## config.mk

```make
export PLATFORM = sky130hd
export DESIGN_NAME = csa_seq_skip_adder
export DESIGN_NICKNAME = d
export VERILOG_FILES = /design/src/rtl/csa_seq_skip_adder.sv
export SDC_FILE = /design/constraint.sdc
export NUM_CORES = 1
export LEC_CHECK = 0
export CAP_MARGIN = 30
export CORE_UTILIZATION = 30
export CTS_BUF_LIST = sky130_fd_sc_hd__clkbuf_8 sky130_fd_sc_hd__clkbuf_16
export CTS_CLUSTER_SIZE = 16
export DETAILED_ROUTE_END_ITERATION = 16
export PLACE_DENSITY = 0.5
export SKIP_CTS_REPAIR_TIMING = 1
export SLEW_MARGIN = 40
export SYNTH_ARGS = -nofsm -noshare
export SYNTH_HDL_FRONTEND = slang
export SYNTH_SLANG_ARGS = --single-unit
```

## constraint.sdc

```tcl
create_clock -name clk -period 3.1 [get_ports clk]
set_input_delay 0.62 -clock clk [delete_from_list [all_inputs] [get_ports clk]]
set_output_delay 0.62 -clock clk [all_outputs]
set_load 0.05 [all_outputs]
```

## src/rtl/csa_seq_skip_adder.sv

```systemverilog
// Purpose : sequential carry-skip adder, one BLK-bit block per cycle, skip path chosen per block.
// Latency : out_valid rises exactly NBLK rising edges after the accepting edge.
// Backpr. : in_ready only in IDLE; result held in DONE until out_ready; in_valid ignored otherwise.
//
// Ports:
//   clk, rst                  clock (rising edge) and synchronous active-high reset
//   in_valid / in_ready       operand handshake for a, b, cin
//   a, b [WIDTH-1:0], cin     addends and carry-in
//   out_valid / out_ready     result handshake for sum, cout, skip_mask
//   sum [WIDTH-1:0], cout     result modulo 2^WIDTH and overflow carry
//   skip_mask [NBLK-1:0]      bit k set when block k's carry took the skip path
//
// Optional build macro: CSA_APPROX_LSB_EN -- block 0 becomes an approximate OR-adder
// (sum = a|b, carry-out = a[BLK-1]&b[BLK-1], cin ignored, skip_mask[0] = 0).
module csa_seq_skip_adder #(
    parameter int WIDTH = 16,
    parameter int BLK   = 4
) (
    input  logic                  clk,
    input  logic                  rst,
    input  logic                  in_valid,
    output logic                  in_ready,
    input  logic [WIDTH-1:0]      a,
    input  logic [WIDTH-1:0]      b,
    input  logic                  cin,
    output logic                  out_valid,
    input  logic                  out_ready,
    output logic [WIDTH-1:0]      sum,
    output logic                  cout,
    output logic [WIDTH/BLK-1:0]  skip_mask
);

    localparam int NBLK = WIDTH / BLK;
    localparam int IDXW = (NBLK > 1) ? $clog2(NBLK) : 1;

    typedef enum logic [1:0] {
        IDLE = 2'd0,
        BUSY = 2'd1,
        DONE = 2'd2
    } state_t;

    state_t            state_q;
    state_t            state_d;

    logic [IDXW-1:0]   idx_q;
    logic              carry_q;
    logic [WIDTH-1:0]  a_q;
    logic [WIDTH-1:0]  b_q;
    logic [WIDTH-1:0]  sum_q;
    logic              cout_q;
    logic [NBLK-1:0]   mask_q;

    // Current-block datapath
    logic [BLK-1:0]    blk_a;
    logic [BLK-1:0]    blk_b;
    logic [BLK-1:0]    blk_p;
    logic [BLK-1:0]    blk_sum;
    logic [BLK:0]      rc_chain;
    logic              blk_rc;
    logic              blk_skip;
    logic              carry_next;
    logic              last_blk;

    assign last_blk = (idx_q == IDXW'(NBLK - 1));

    always_comb begin
        blk_a       = a_q[int'(idx_q)*BLK +: BLK];
        blk_b       = b_q[int'(idx_q)*BLK +: BLK];
        blk_p       = blk_a ^ blk_b;
        blk_sum     = '0;
        rc_chain    = '0;
        rc_chain[0] = carry_q;
        for (int i = 0; i < BLK; i++) begin
            blk_sum[i]    = blk_p[i] ^ rc_chain[i];
            rc_chain[i+1] = (blk_a[i] & blk_b[i]) | (blk_p[i] & rc_chain[i]);
        end
        blk_rc     = rc_chain[BLK];
        // When every bit propagates, the block's carry-out is just its carry-in.
        blk_skip   = &blk_p;
        carry_next = blk_skip ? carry_q : blk_rc;
`ifdef CSA_APPROX_LSB_EN
        if (idx_q == '0) begin
            blk_sum    = blk_a | blk_b;
            blk_rc     = blk_a[BLK-1] & blk_b[BLK-1];
            blk_skip   = 1'b0;
            carry_next = blk_rc;
        end
`endif
    end

    // FSM state register
    always_ff @(posedge clk) begin
        if (rst) begin
            state_q <= IDLE;
        end else begin
            state_q <= state_d;
        end
    end

    // FSM next-state
    always_comb begin
        state_d = state_q;
        case (state_q)
            IDLE: if (in_valid) state_d = BUSY;
            BUSY: if (last_blk) state_d = DONE;
            DONE: if (out_ready) state_d = IDLE;
            default: state_d = IDLE;
        endcase
    end

    // Operand capture and per-block result accumulation
    always_ff @(posedge clk) begin
        if (rst) begin
            idx_q   <= '0;
            carry_q <= 1'b0;
            a_q     <= '0;
            b_q     <= '0;
            sum_q   <= '0;
            cout_q  <= 1'b0;
            mask_q  <= '0;
        end else begin
            case (state_q)
                IDLE: begin
                    if (in_valid) begin
                        a_q     <= a;
                        b_q     <= b;
                        carry_q <= cin;
                        idx_q   <= '0;
                        mask_q  <= '0;
                    end
                end
                BUSY: begin
                    sum_q[int'(idx_q)*BLK +: BLK] <= blk_sum;
                    mask_q[idx_q]                 <= blk_skip;
                    carry_q                       <= carry_next;
                    idx_q                         <= idx_q + 1'b1;
                    if (last_blk) begin
                        cout_q <= carry_next;
                    end
                end
                default: ;
            endcase
        end
    end

    assign in_ready  = (state_q == IDLE);
    assign out_valid = (state_q == DONE);
    assign sum       = sum_q;
    assign cout      = cout_q;
    assign skip_mask = mask_q;

endmodule

```

==> results of run 1 <==
## registers in the layout (all words and copies together) (netlist names)
signal	flops
a_q	16
b_q	16
sum	16
skip_mask	4
idx_q	2
state_q	2
carry_q	1
cout	1
## power groups by stage
stage | logic, mW | clock network [mW] | registers (mW)
detailed placement | 0.258 | 0 | 0.819
floorplan | 0.152 | 0 | 0.819
finish | 0.256 | 0.687 | 0.802
CTS | 0.259 | 0.706 | 0.802
global route | 0.285 | 0.744 | 0.806
global placement | 0.257 | 0 | 0.819
## routing by layer
layer  wire, um  vias up
met2       2970       55
li1           -     1123
met5          0        -
met3        279        8
met1       2970     1031
met4         92        0
## cell families after synthesis
group / count (synthesis) / share of synthesized area (%)
simple gates: 121 / 22.1
compound gates: 61 / 13.6
flops: 58 / 44.1
buf+inv: 30 / 5.14
fa+ha+maj: 14 / 7.80
mux: 9 / 7.23
## per-stage QoR
stage               worst slack, ns  power (mW)  area, sq um
floorplan                     0.278       0.971         2630
global placement              0.401        1.08         3300
detailed placement            0.337        1.08         3300
CTS                           0.338        1.77         3500
global route                  0.129        1.84         3500
finish                        0.354        1.75         3500
## critical path: stages, from the launching register on
cell,delay [ns]
dfxtp_1,0.35
buf_4,0.22
mux4_2,0.24
fa_1,0.16
inv_1,0.05
fa_1,0.39
fa_1,0.37
inv_1,0.08
fa_1,0.49
a32oi_1,0.22
nor2_1,0.05
## layout make-up
class                   instances  area (sq um)
clock buffers                  11           151
clock inverters                 5          46.3
fillers                       839          4840
inverters                      11          41.3
multi-input cells             205          1340
flip-flops and latches         58          1160
well taps                     105           131
repair buffers                 64           626
## placed cells by master (no fill, tap or decap)
cell type         n
nand2_1          72
dfxtp_1          58
clkdlybuf4s50_1  58
a21oi_1          45
inv_1            14
nor2_1           12
a32oi_1          11
nand3_1          11
clkbuf_8         11
ha_1             10
mux4_2            8
nand3b_1          6
buf_4             6
fa_1              4
nor2b_1           3
nand4_1           2
or3_1             2
nand2b_1          2
nor3b_4           1
or3b_1            1
and4bb_1          1
nor3b_2           1
and3b_1           1
nand4bb_1         1
and2b_1           1
and4_1            1
and2_1            1
nor3b_1           1
a221oi_1          1
a31oi_1           1
mux2i_1           1
a311oi_1          1
and4bb_2          1
o211ai_1          1
o21ai_0           1
clkinv_2          1
bufinv_16         1
## worst paths after layout
check                 from       to  depth (start not counted)
setup / recovery  idx_q[1]  sum[11]                         10
hold reg to reg     a_q[6]   a_q[6]                          2
setup reg to reg  idx_q[1]  sum[11]                         10
hold / removal      a_q[6]   a_q[6]                          2
==> summary.md, run 1 <==
| Metric | Value |
|---|---|
| Slew @ Worst Pin | `0.609 ns` |
| Arrival time worst endpoint | `2.95 ns` |
| Nets | `400` |
| Met3 global-route usage | `5.02%` |
| TritonCTS clock tree | `built` |
| Max clock buf depth | `2` |
| Dominant cells by area after synthesis | `dfxtp_1 (44%), nand2_1 (10%), a21oi_1 (8.6%)` |
| Post-synthesis instance area | `0.00263 sq mm` |
| Final setup fails | `0` |
| Worst-Skew Late Latency | `0.33 ns` |
| Netlist cell types | `37` |
| Gpl congestion | `0.788` |
| Iteration-0 DRC Markers | `73` |
| CP Data Required Time | `3.30 ns` |
| Area Overhead vs Synth | `33.0%` |
| CORE AREA | `0.00834 sq mm` |
| GRT Util Overall | `15.2%` |
| Largest net degree at the start of global routing | `59` |
| First-pass GRT wire length | `10400 um` |
| Peak Freq | `0.364 GHz` |
| Share of the synthesized area in the top cell type | `44.1%` |
| Total gr overflow | `0` |
| Power per cell area | `499 mW/mm^2` |
| Die area | `0.00915 sq mm` |
| Synth cell count leaders | `nand2_1 (72), dfxtp_1 (58), a21oi_1 (45), nor2_1 (12)` |
| CP endpoint kind | `flop` |
| Pre-antenna DRT Iters | `4` |
| Detail Route Antenna Nets | `0` |
| Chip width | `95.6 um` |
| DR WL/cell | `13.8 um` |
| Hold Path Class | `flop to flop` |
| Sw Pwr | `0.447 mW` |
| Max-Cap Viols | `0` |
| Clk pwr share | `39.4%` |
| Final min period | `2.75 ns` |
| Drc violations | `0` |
| Seq/Total Area, Yosys | `44.1%` |
| Initial Util | `31.5%` |
| Maximum VDD drop | `0.240 mV` |
| Yosys warns | `0` |
| Non-filler cells, final | `459` |
| Avg Vias per Cell | `4.83` |
| Clock root buffer master | `clkbuf_8` |
| Share of the clock period used by the worst path | `88.6%` |
| Worst-case hold slack | `0.452 ns` |
| Slew margin rel. | `59.4%` |
| Seq cells post-synth | `58` |
| Layer with the highest usage | `met2` |
| Slew Viols, Final | `0` |
| Fraction of registers with async set/reset | `0%` |
| Clock slew at reported path FFs | `0.06 ns` |
| Pint | `1.30 mW` |
| H-tree lvl count | `3` |
| Mapped Cells | `293` |
| TritonCTS buffer count | `9` |
| CTS Sinks | `58` |
| EDFF count, synth | `0` |
| Crit Path Class | `flop to flop` |
| R2R Setup Slk | `0.35 ns` |
| Diode count | `0` |
| IO buf count | `59` |
| Vias in the first global route | `2081` |
| Outcome | `finished, final reports clean` |
| Sw frac | `25.6%` |
| Final core occ | `41.9%` |
| DR vias | `2217` |
| DIE HEIGHT | `95.6 um` |
| Nature of the critical path startpoint | `flop` |
| Crit Path Max Fanout | `12` |
| Primary FF master, synth | `dfxtp_1` |
| Met2 Usage GRT | `23.8%` |
| Syn_nets | `344` |
| RSZ-0062 raised after global routing | `false` |
| Clk_skew | `0.00613 ns` |
| Post-DP HPWL | `4510 um` |
| Dpl cells | `443` |
| Yosys top cell by area | `dfxtp_1` |
| Part of the power in registers | `45.9%` |
| Final TNS setup | `0 ns` |
| Fin. Hold Viols | `0` |
| M1 GR Usage | `19.6%` |
| Io pins | `60` |
| Leak pwr | `1.28 nW` |
| Final wirelength | `6310 um` |
| Initial antenna violation count | `0` |
| Comb pwr share | `14.7%` |
| Syn avg cell area | `8.98 sq um` |
| Layout cell share with drive strength beyond 1 | `8.47%` |
| Std-Cell Rows | `33` |
| Most common cell in the synthesized netlist | `nand2_1` |
Note: power is estimated with default switching activity, not from simulation.
==> inputs of run 2 (changes only) <==
ABC_AREA = 1   (was unset)
GPL_ROUTABILITY_DRIVEN = 0   (was unset)
==> summary.md, run 2 <==
| Metric | Value |
|---|---|
| Hold Path Class | `flop to flop` |
| EDFF count, synth | `0` |
| Slew Viols, Final | `0` |
| Area Overhead vs Synth | `33.3%` |
| IO buf count | `59` |
| Total gr overflow | `0` |
| Syn avg cell area | `7.44 sq um` |
| Primary FF master, synth | `dfxtp_1` |
| Largest net degree at the start of global routing | `38` |
| Drc violations | `0` |
| Syn_nets | `415` |
| Io pins | `60` |
| Chip width | `97.0 um` |
| Seq cells post-synth | `58` |
| CTS Sinks | `58` |
| Clk_skew | `0.00811 ns` |
| Nets | `477` |
| RSZ-0062 raised after global routing | `false` |
| Share of the synthesized area in the top cell type | `42.9%` |
| Worst-Skew Late Latency | `0.34 ns` |
| Commonest non-fill, non-tap cells in the layout | `nor2_1 (85), clkdlybuf4s50_1 (59), dfxtp_1 (56), nand2_1 (53), o21ai_0 (29)` |
| Diode count | `0` |
| GRT Util Overall | `14.9%` |
| Vias in the first global route | `2372` |
| Maximum VDD drop | `0.250 mV` |
| Fraction of registers with async set/reset | `0%` |
| DR WL/cell | `12.3 um` |
| DIE HEIGHT | `97.0 um` |
| DR vias | `2441` |
| CORE AREA | `0.00872 sq mm` |
| Final TNS setup | `0 ns` |
| Yosys top cell by area | `dfxtp_1` |
| CP Data Required Time | `3.33 ns` |
| Crit Path Class | `flop to flop` |
| Post-synthesis instance area | `0.00271 sq mm` |
| Share of the clock period used by the worst path | `90.8%` |
| Pwr Total | `1.98 mW` |
| Max-Cap Viols | `0` |
| Layout cell share with drive strength beyond 1 | `9.51%` |
| Avg Vias per Cell | `4.53` |
| Power per cell area | `547 mW/mm^2` |
| Dominant cells by area after synthesis | `dfxtp_1 (43%), nor2_1 (12%), nand2_1 (7.3%)` |
| Initial antenna violation count | `0` |
| Fin. Hold Viols | `0` |
| Post-DP HPWL | `4870 um` |
| Nature of the critical path startpoint | `flop` |
| Clock root buffer master | `clkbuf_8` |
| TritonCTS buffer count | `9` |
| Pre-antenna DRT Iters | `4` |
| Die area | `0.00941 sq mm` |
| CP endpoint kind | `flop` |
| Non-filler cells, final | `539` |
| Initial Util | `31.1%` |
| Netlist cell types | `28` |
| Slew margin rel. | `63.3%` |
| Yosys warns | `0` |
| Peak Freq | `0.355 GHz` |
| Crit Path Max Fanout | `16` |
| TritonCTS clock tree | `built` |
| H-tree lvl count | `3` |
| Final wirelength | `6610 um` |
| Iteration-0 DRC Markers | `82` |
| Mapped Cells | `364` |
| Slew @ Worst Pin | `0.550 ns` |
| Seq/Total Area, Yosys | `42.9%` |
| First-pass GRT wire length | `11200 um` |
| Most common cell in the synthesized netlist | `nor2_1` |
| # fillers | `915` |
| Leak pwr | `1.44 nW` |
| Final min period | `2.81 ns` |
| Outcome | `finished, final reports clean` |
| Register area | `0.00116 sq mm` |
| Multi-input combinational cell area | `0.00133 sq mm` |
| Max clock buf depth | `2` |
| Final core occ | `41.4%` |
| Synth cell count leaders | `nor2_1 (85), dfxtp_1 (58), nand2_1 (53), o21ai_0 (29), o21ai_1 (25)` |
| Arrival time worst endpoint | `3.05 ns` |
| Final setup fails | `0` |
| Std-Cell Rows | `34` |
| Detail Route Antenna Nets | `0` |
| Most common cell after layout, fill and taps aside | `nor2_1` |
| Clock slew at reported path FFs | `0.07 ns` |
| Dpl cells | `520` |
-- run 2: stage by stage --
step	area (sq um)	hold slack, ns	setup WS, ns
2_1_floorplan	2710	0.448	0.215
3_3_place_gp	3360	0.457	0.292
3_5_place_dp	3360	0.458	0.184
4_1_cts	3580	0.469	0.143
5_1_grt	3610	0.489	0.0624
6_report	3610	0.465	0.285
-- run 2: logic make-up after synthesis --
| family | synth area share, % |
|---|---|
| buffers and inverters | 8.08 |
| AO/OA/AOI/OAI | 16.0 |
| adder cells (fa/ha/maj) | 7.58 |
| flip-flops | 42.9 |
| AND/OR/NAND/NOR | 25.5 |
-- run 2: worst max-delay path, stage by stage (launching register included) --
cell	delay [ns]
dfxtp_2	0.38
inv_4	0.15
o21ai_0	0.11
o22ai_1	0.24
fa_1	0.22
inv_1	0.05
fa_1	0.38
fa_1	0.37
inv_1	0.07
fa_1	0.42
nand2_1	0.10
o21ai_0	0.08
o21ai_0	0.08
nor2_1	0.05
-- run 2: cell type report --
type,count,share of cell area [%]
multi-input cells,264,36.8
inverters,24,2.74
clock inverters,6,2.25
well taps,108,3.74
flip-flops and latches,58,32.2
repair buffers,69,18.4
clock buffers,10,3.81
-- run 2: path summary, 6_finish.rpt --
path            start      end  slack (ns)  cells after the start
max          idx_q[0]  sum[11]        0.29                     13
min           sum[13]  sum[13]        0.46                      2
max reg2reg  idx_q[0]  sum[11]        0.29                     13
min reg2reg   sum[13]  sum[13]        0.46                      2
-- run 2: power by group --
| part | total, mW | internal [mW] | switching (mW) |
|---|---|---|---|
| Combinational | 0.376 | 0.154 | 0.222 |
| Clock | 0.771 | 0.468 | 0.302 |
| Sequential | 0.828 | 0.795 | 0.0338 |
-- run 2: routing by layer --
layer  routed length [um]  vias to the layer above  global-route usage (%)  share of wire, %
li1                     -                     1296                       -                 -
met1                 3330                     1095                    19.3                50
met2                 2960                       40                    23.9                45
met3                  242                       10                    4.12               3.7
met4                   73                        0                    4.82               1.1
met5                    0                        -                       0                 0
